File: config.mk
export PLATFORM = sky130hd
export DESIGN_NAME = sigma_bus_arb
export DESIGN_NICKNAME = d
export VERILOG_FILES = /design/src/rtl/sigma_bus_pkg.sv /design/src/rtl/sigma_arb_pick.sv /design/src/rtl/sigma_bus_arb.sv
export SDC_FILE = /design/constraint.sdc
export NUM_CORES = 1
export LEC_CHECK = 0
export ABC_CLOCK_PERIOD_IN_PS = 3600
export BUFFER_PORTS_ARGS = -buffer_cell sky130_fd_sc_hd__buf_2
export CORE_AREA = 10 10 115 117
export DETAILED_ROUTE_END_ITERATION = 10
export DIE_AREA = 0 0 125 127
export PLACE_DENSITY = 0.53
export SETUP_SLACK_MARGIN = 0.02
export SLEW_MARGIN = 20
export SYNTH_ARGS = -nofsm -noshare
export SYNTH_HDL_FRONTEND = slang
export SYNTH_SLANG_ARGS = --single-unit
File: constraint.sdc
create_clock -name clk_i -period 3.6 [get_ports clk_i]
set_clock_uncertainty 0.1 [all_clocks]
set_input_delay 0.18 -clock clk_i [delete_from_list [all_inputs] [get_ports clk_i]]
set_output_delay 0.18 -clock clk_i [all_outputs]
set_load 0.01 [all_outputs]
File: src/rtl/sigma_bus_pkg.sv
// Shared types and constants for the sigma data-bus arbiter.
package sigma_bus_pkg;

  localparam int unsigned NUM_M = 2;
  localparam int unsigned M_CPU = 0;
  localparam int unsigned M_UDM = 1;

  // One-hot grant for the debug master; also the last-grant reset value.
  localparam logic [NUM_M-1:0] GRANT_UDM = 2'b10;

  // The request struct is sized for the widest supported bus (64-bit address and data).
  // Narrower instances zero-extend into it and truncate back out.
  localparam int unsigned BUS_ADDR_W = 64;
  localparam int unsigned BUS_DATA_W = 64;
  localparam int unsigned BUS_BE_W   = BUS_DATA_W / 8;

  typedef enum logic [1:0] {
    StIdle = 2'd0,
    StCmd  = 2'd1,
    StResp = 2'd2
  } arb_state_t;

  typedef struct packed {
    logic                  we;
    logic [BUS_ADDR_W-1:0] addr;
    logic [BUS_BE_W-1:0]   be;
    logic [BUS_DATA_W-1:0] wdata;
  } bus_req_t;

endpackage

File: src/rtl/sigma_arb_pick.sv
// Combinational winner selection for the two-master sigma bus arbiter.
// SIGMA_ARB_RR_EN: round-robin on a tie; otherwise fixed priority with UDM over CPU.
module sigma_arb_pick
  import sigma_bus_pkg::*;
(
  input  logic [NUM_M-1:0] req_i,
  input  logic [NUM_M-1:0] last_grant_i,
  output logic [NUM_M-1:0] grant_o
);

`ifdef SIGMA_ARB_RR_EN
  // A lone requester wins outright; on a tie the master not granted last wins.
  always_comb begin
    grant_o = req_i;
    if (&req_i) begin
      grant_o = '0;
      if (last_grant_i[M_CPU]) begin
        grant_o[M_UDM] = 1'b1;
      end else begin
        grant_o[M_CPU] = 1'b1;
      end
    end
  end
`else
  // Fixed priority ignores history.
  logic unused_last_grant;
  assign unused_last_grant = ^last_grant_i;

  // UDM preempts CPU whenever both request.
  always_comb begin
    grant_o = '0;
    if (req_i[M_UDM]) begin
      grant_o[M_UDM] = 1'b1;
    end else if (req_i[M_CPU]) begin
      grant_o[M_CPU] = 1'b1;
    end
  end
`endif

endmodule

File: src/rtl/sigma_bus_arb.sv
// Two-master (CPU, UDM) to one-slave arbiter for the sigma data bus.
// Sequences each transaction through IDLE -> CMD -> (RESP) -> IDLE.
// SIGMA_ARB_RR_EN: enables round-robin arbitration and the last-grant register.
module sigma_bus_arb
  import sigma_bus_pkg::*;
#(
  parameter int unsigned ADDR_W = 32,
  parameter int unsigned DATA_W = 32
) (
  input  logic                             clk_i,
  input  logic                             arst_n_i,
  input  logic [NUM_M-1:0]                 m_req_i,
  input  logic [NUM_M-1:0]                 m_we_i,
  input  logic [NUM_M-1:0][ADDR_W-1:0]     m_addr_i,
  input  logic [NUM_M-1:0][DATA_W/8-1:0]   m_be_i,
  input  logic [NUM_M-1:0][DATA_W-1:0]     m_wdata_i,
  output logic [NUM_M-1:0]                 m_ack_o,
  output logic [NUM_M-1:0]                 m_resp_o,
  output logic [NUM_M-1:0][DATA_W-1:0]     m_rdata_o,
  output logic                             s_req_o,
  output logic                             s_we_o,
  output logic [ADDR_W-1:0]                s_addr_o,
  output logic [DATA_W/8-1:0]              s_be_o,
  output logic [DATA_W-1:0]                s_wdata_o,
  input  logic                             s_ack_i,
  input  logic                             s_resp_i,
  input  logic [DATA_W-1:0]                s_rdata_i,
  output logic [NUM_M-1:0]                 grant_o
);

  arb_state_t       state_q, state_d;
  logic [NUM_M-1:0] grant_q, grant_d;
  logic [NUM_M-1:0] pick_grant;
  logic [NUM_M-1:0] last_grant;
  logic             gidx;
  bus_req_t         sel;

  sigma_arb_pick u_pick (
    .req_i       (m_req_i),
    .last_grant_i(last_grant),
    .grant_o     (pick_grant)
  );

  // grant_q is one-hot or zero, so the UDM bit doubles as the owner index.
  assign gidx    = grant_q[M_UDM];
  assign grant_o = grant_q;

  // Select the owning master's command fields.
  always_comb begin
    sel.we    = m_we_i[gidx];
    sel.addr  = BUS_ADDR_W'(m_addr_i[gidx]);
    sel.be    = BUS_BE_W'(m_be_i[gidx]);
    sel.wdata = BUS_DATA_W'(m_wdata_i[gidx]);
  end

`ifdef SIGMA_ARB_RR_EN
  logic [NUM_M-1:0] last_q, last_d;

  // Record the winner on every IDLE -> CMD hand-off.
  always_comb begin
    last_d = last_q;
    if ((state_q == StIdle) && (|m_req_i)) begin
      last_d = pick_grant;
    end
  end

  // Last-grant register; resets to UDM so the CPU wins the first tie.
  always_ff @(posedge clk_i or negedge arst_n_i) begin
    if (!arst_n_i) begin
      last_q <= GRANT_UDM;
    end else begin
      last_q <= last_d;
    end
  end

  assign last_grant = last_q;
`else
  assign last_grant = GRANT_UDM;
`endif

  // Next-state, grant update and all bus-side outputs.
  always_comb begin
    state_d   = state_q;
    grant_d   = grant_q;
    m_ack_o   = '0;
    m_resp_o  = '0;
    m_rdata_o = '0;
    s_req_o   = 1'b0;
    s_we_o    = 1'b0;
    s_addr_o  = '0;
    s_be_o    = '0;
    s_wdata_o = '0;

    unique case (state_q)
      StIdle: begin
        if (|m_req_i) begin
          grant_d = pick_grant;
          state_d = StCmd;
        end
      end
      StCmd: begin
        s_req_o        = m_req_i[gidx];
        s_we_o         = sel.we;
        s_addr_o       = ADDR_W'(sel.addr);
        s_be_o         = (DATA_W/8)'(sel.be);
        s_wdata_o      = DATA_W'(sel.wdata);
        m_ack_o[gidx]  = s_ack_i;
        // A withdrawn request abandons the slot; no slave command went out.
        if (!m_req_i[gidx]) begin
          state_d = StIdle;
          grant_d = '0;
        end else if (s_ack_i) begin
          if (sel.we) begin
            state_d = StIdle;
            grant_d = '0;
          end else begin
            state_d = StResp;
          end
        end
      end
      StResp: begin
        m_resp_o[gidx]  = s_resp_i;
        m_rdata_o[gidx] = s_rdata_i;
        if (s_resp_i) begin
          state_d = StIdle;
          grant_d = '0;
        end
      end
      default: begin
        state_d = StIdle;
        grant_d = '0;
      end
    endcase
  end

  // State and owner registers.
  always_ff @(posedge clk_i or negedge arst_n_i) begin
    if (!arst_n_i) begin
      state_q <= StIdle;
      grant_q <= '0;
    end else begin
      state_q <= state_d;
      grant_q <= grant_d;
    end
  end

endmodule

==> impl_metrics.ini <==
[timing]
clock.fmax_ghz = 0.4067
period_needed_ns = 2.459
setup_viol = 0
slew_violations = 0
hold_viol_final = 0
final.setup.tns_ns = 0
post-route-period-util_pct = 68.29
timing.slew.headroom_pct = 47.15
worst_slew_pin_slew_ns = 0.7927
grt_setup_unrepaired = false

[route]
num_vias = 2873
drc = 0
first_pass_iters = 4
wl_um = 11320
post_drt_wl_per_cell_um = 16.03
drt_iter0_drc = 78
via_per_inst = 4.069
ant_nets = 0

[yosys]
yosys-top-cells-area = mux2i_1, and2_1, nor2_1
syn-cell-area_mm2 = 0.001735
ys_warn_count = 0
syn_inst = 261
syn_avg_cell_area_um2 = 6.649
yosysUniqueCellTypes = 20
yosysSeqAreaShare_pct = 5.768
ys_ff_latch = 4
yosys.area.top_type = mux2i_1
synth_nets = 437
synth_top_area_share_pct = 40.37

[cts]
path_clk_slew_ns = 0.03
cts_tree = done
htree_levels = 1
cts_buffers = 3
clockBufferDepth = 2
cts_resized = 0
clock-root-buffer = clkbuf_16
clkLatencyLatePin_ns = 0.23
cts_setup_buffers = 0
clock_sinks = 4

[place]
gp_congestion = 0.8938
port_buffers = 315
place_area_mm2 = 0.003433
dp_hpwl_um = 10020
placedCellCount = 701

[final_layout]
final_area_mm2 = 0.003522
finalNonFillerCells = 706
layout_common_cells = buf_2, nor2_1, mux2i_1
fillers = 1222
drive_above_1_share_pct = 57.90
seq_area_um2 = 103.9
layout_commonest_cell = buf_2
multi_input_area_mm2 = 0.001540
syn2layout_area_growth_pct = 103.0
insertedDiodeCount = 0
fin_util_pct = 31.66
fin_nets = 740

[power_and_ir_drop]
ir_drop_mv = 0.2066
powerDensity_mw_per_mm2 = 539.5
power_mw = 1.900
power.leakage_nw = 2.258

[grt]
grt_use_total_pct = 12.86
grt-ovfl-total = 0
grt_max_degree = 52
grt_pass1_vias = 3177
grt_pass1_wl_um = 17030
antenna_found_initial = 0

[worst_hold_path]
hold_path.class = input port to register
min_to = grant_o[1]
holdPathStages = 3
hold_start = m_req_i[1]

[critical_path]
crit_arrival_ns = 2.18
cp_data_required_time_ns = 3.32
critPathCaptureType = primary output
critical_path.max_fanout = 51
startpoint = grant_o[1]
reg2regPathDepth = 4
critPathKind = register to primary output
crit_path_start_kind = register
reg2reg_from = grant_o[1]
reg2reg_to = grant_o[0]
r2r_slack_ns = 1.58

[flow_run]
maxCapViolCount = 0

[floorplanning]
core_area_mm2 = 0.01113
pin_count = 316
die-area_mm2 = 0.01588
die_h_um = 127
initial_utilization_pct = 15.60
die_w_um = 125
fp-row-count = 39

[run_status]
status = finished clean
state kept, by name (all words and copies together) (netlist names):
register and count:
state_q 2, grant_o 2
worst max-delay path, cell delays in order (launching register included):
cell     delay [ns]
dfrtp_4        0.92
buf_4          0.51
mux2i_1        0.24
nor2_1         0.06
buf_2          0.16
per-stage QoR:
| stage | worst slack (ns) | hold WS (ns) |
|---|---|---|
| detailed placement | 1.348 | -0.1159 |
| global placement | 1.413 | -0.1147 |
| floorplan | 2.045 | -0.2156 |
| CTS | 1.112 | 0.1595 |
| global route | 1.003 | 0.1759 |
| finish | 1.141 | 0.1603 |
power breakdown:
part,switching [mW],leakage (nW),internal (mW),total (mW)
registers,0.135,0.0497,0.0659,0.201
clock network,0.0340,0.0382,0.146,0.180
logic,0.820,2.17,0.699,1.52
total,0.989,2.26,0.912,1.90
final cells by class:
class / instances / share of cell area (%)
clock buffer: 4 / 2.238
inverter: 1 / 0.1066
multi-input combinational: 234 / 43.73
sequential: 4 / 2.948
tap: 143 / 5.080
timing repair buffer: 320 / 45.90
repair_timing:
action                     in CTS  in global routing
hold buffers                    1                  0
hold endpoints to repair        4                  0
setup endpoints to repair       0                  0
cells by family (layout without fill, tap and decap cells):
kind of cell	count (synthesis)	in the layout	synth area share (%)
flip-flops	4	4	5.768
multiplexers	70	70	40.37
buffers and inverters	23	325	5.623
AND/OR/NAND/NOR	157	157	45.57
AO/OA/AOI/OAI	7	7	2.668
layer usage:
metal	routed length (µm)	GRT usage (%)	part of all wire, %
met5	0	0	0
met4	142	3.117	1.3
met3	1295	5.707	11
met2	5827	23.94	51
met1	4050	12.83	36
cell usage after synthesis (all sizes together):
cell type  number
nor2           74
mux2i          70
and2           66
clkbuf         13
buf             9
dfrtp           4
nor3            4
o21ai           4
nand2b          3
a21oi           2
and3            2
nand2           2
or3             2
a41oi           1
and3b           1
inv             1
nor2b           1
nor3b           1
or2             1
how the worst max path moves through the flow:
stage,end,slack (ns),cells past startpoint
floorplan,m_rdata_o[33],2.05,5
global placement,s_wdata_o[0],1.41,4
detailed placement,s_wdata_o[0],1.35,4
CTS,s_wdata_o[0],1.11,4
global route,s_addr_o[17],1.00,4
finish,s_wdata_o[0],1.14,4
Note: power is estimated with default switching activity, not from simulation.
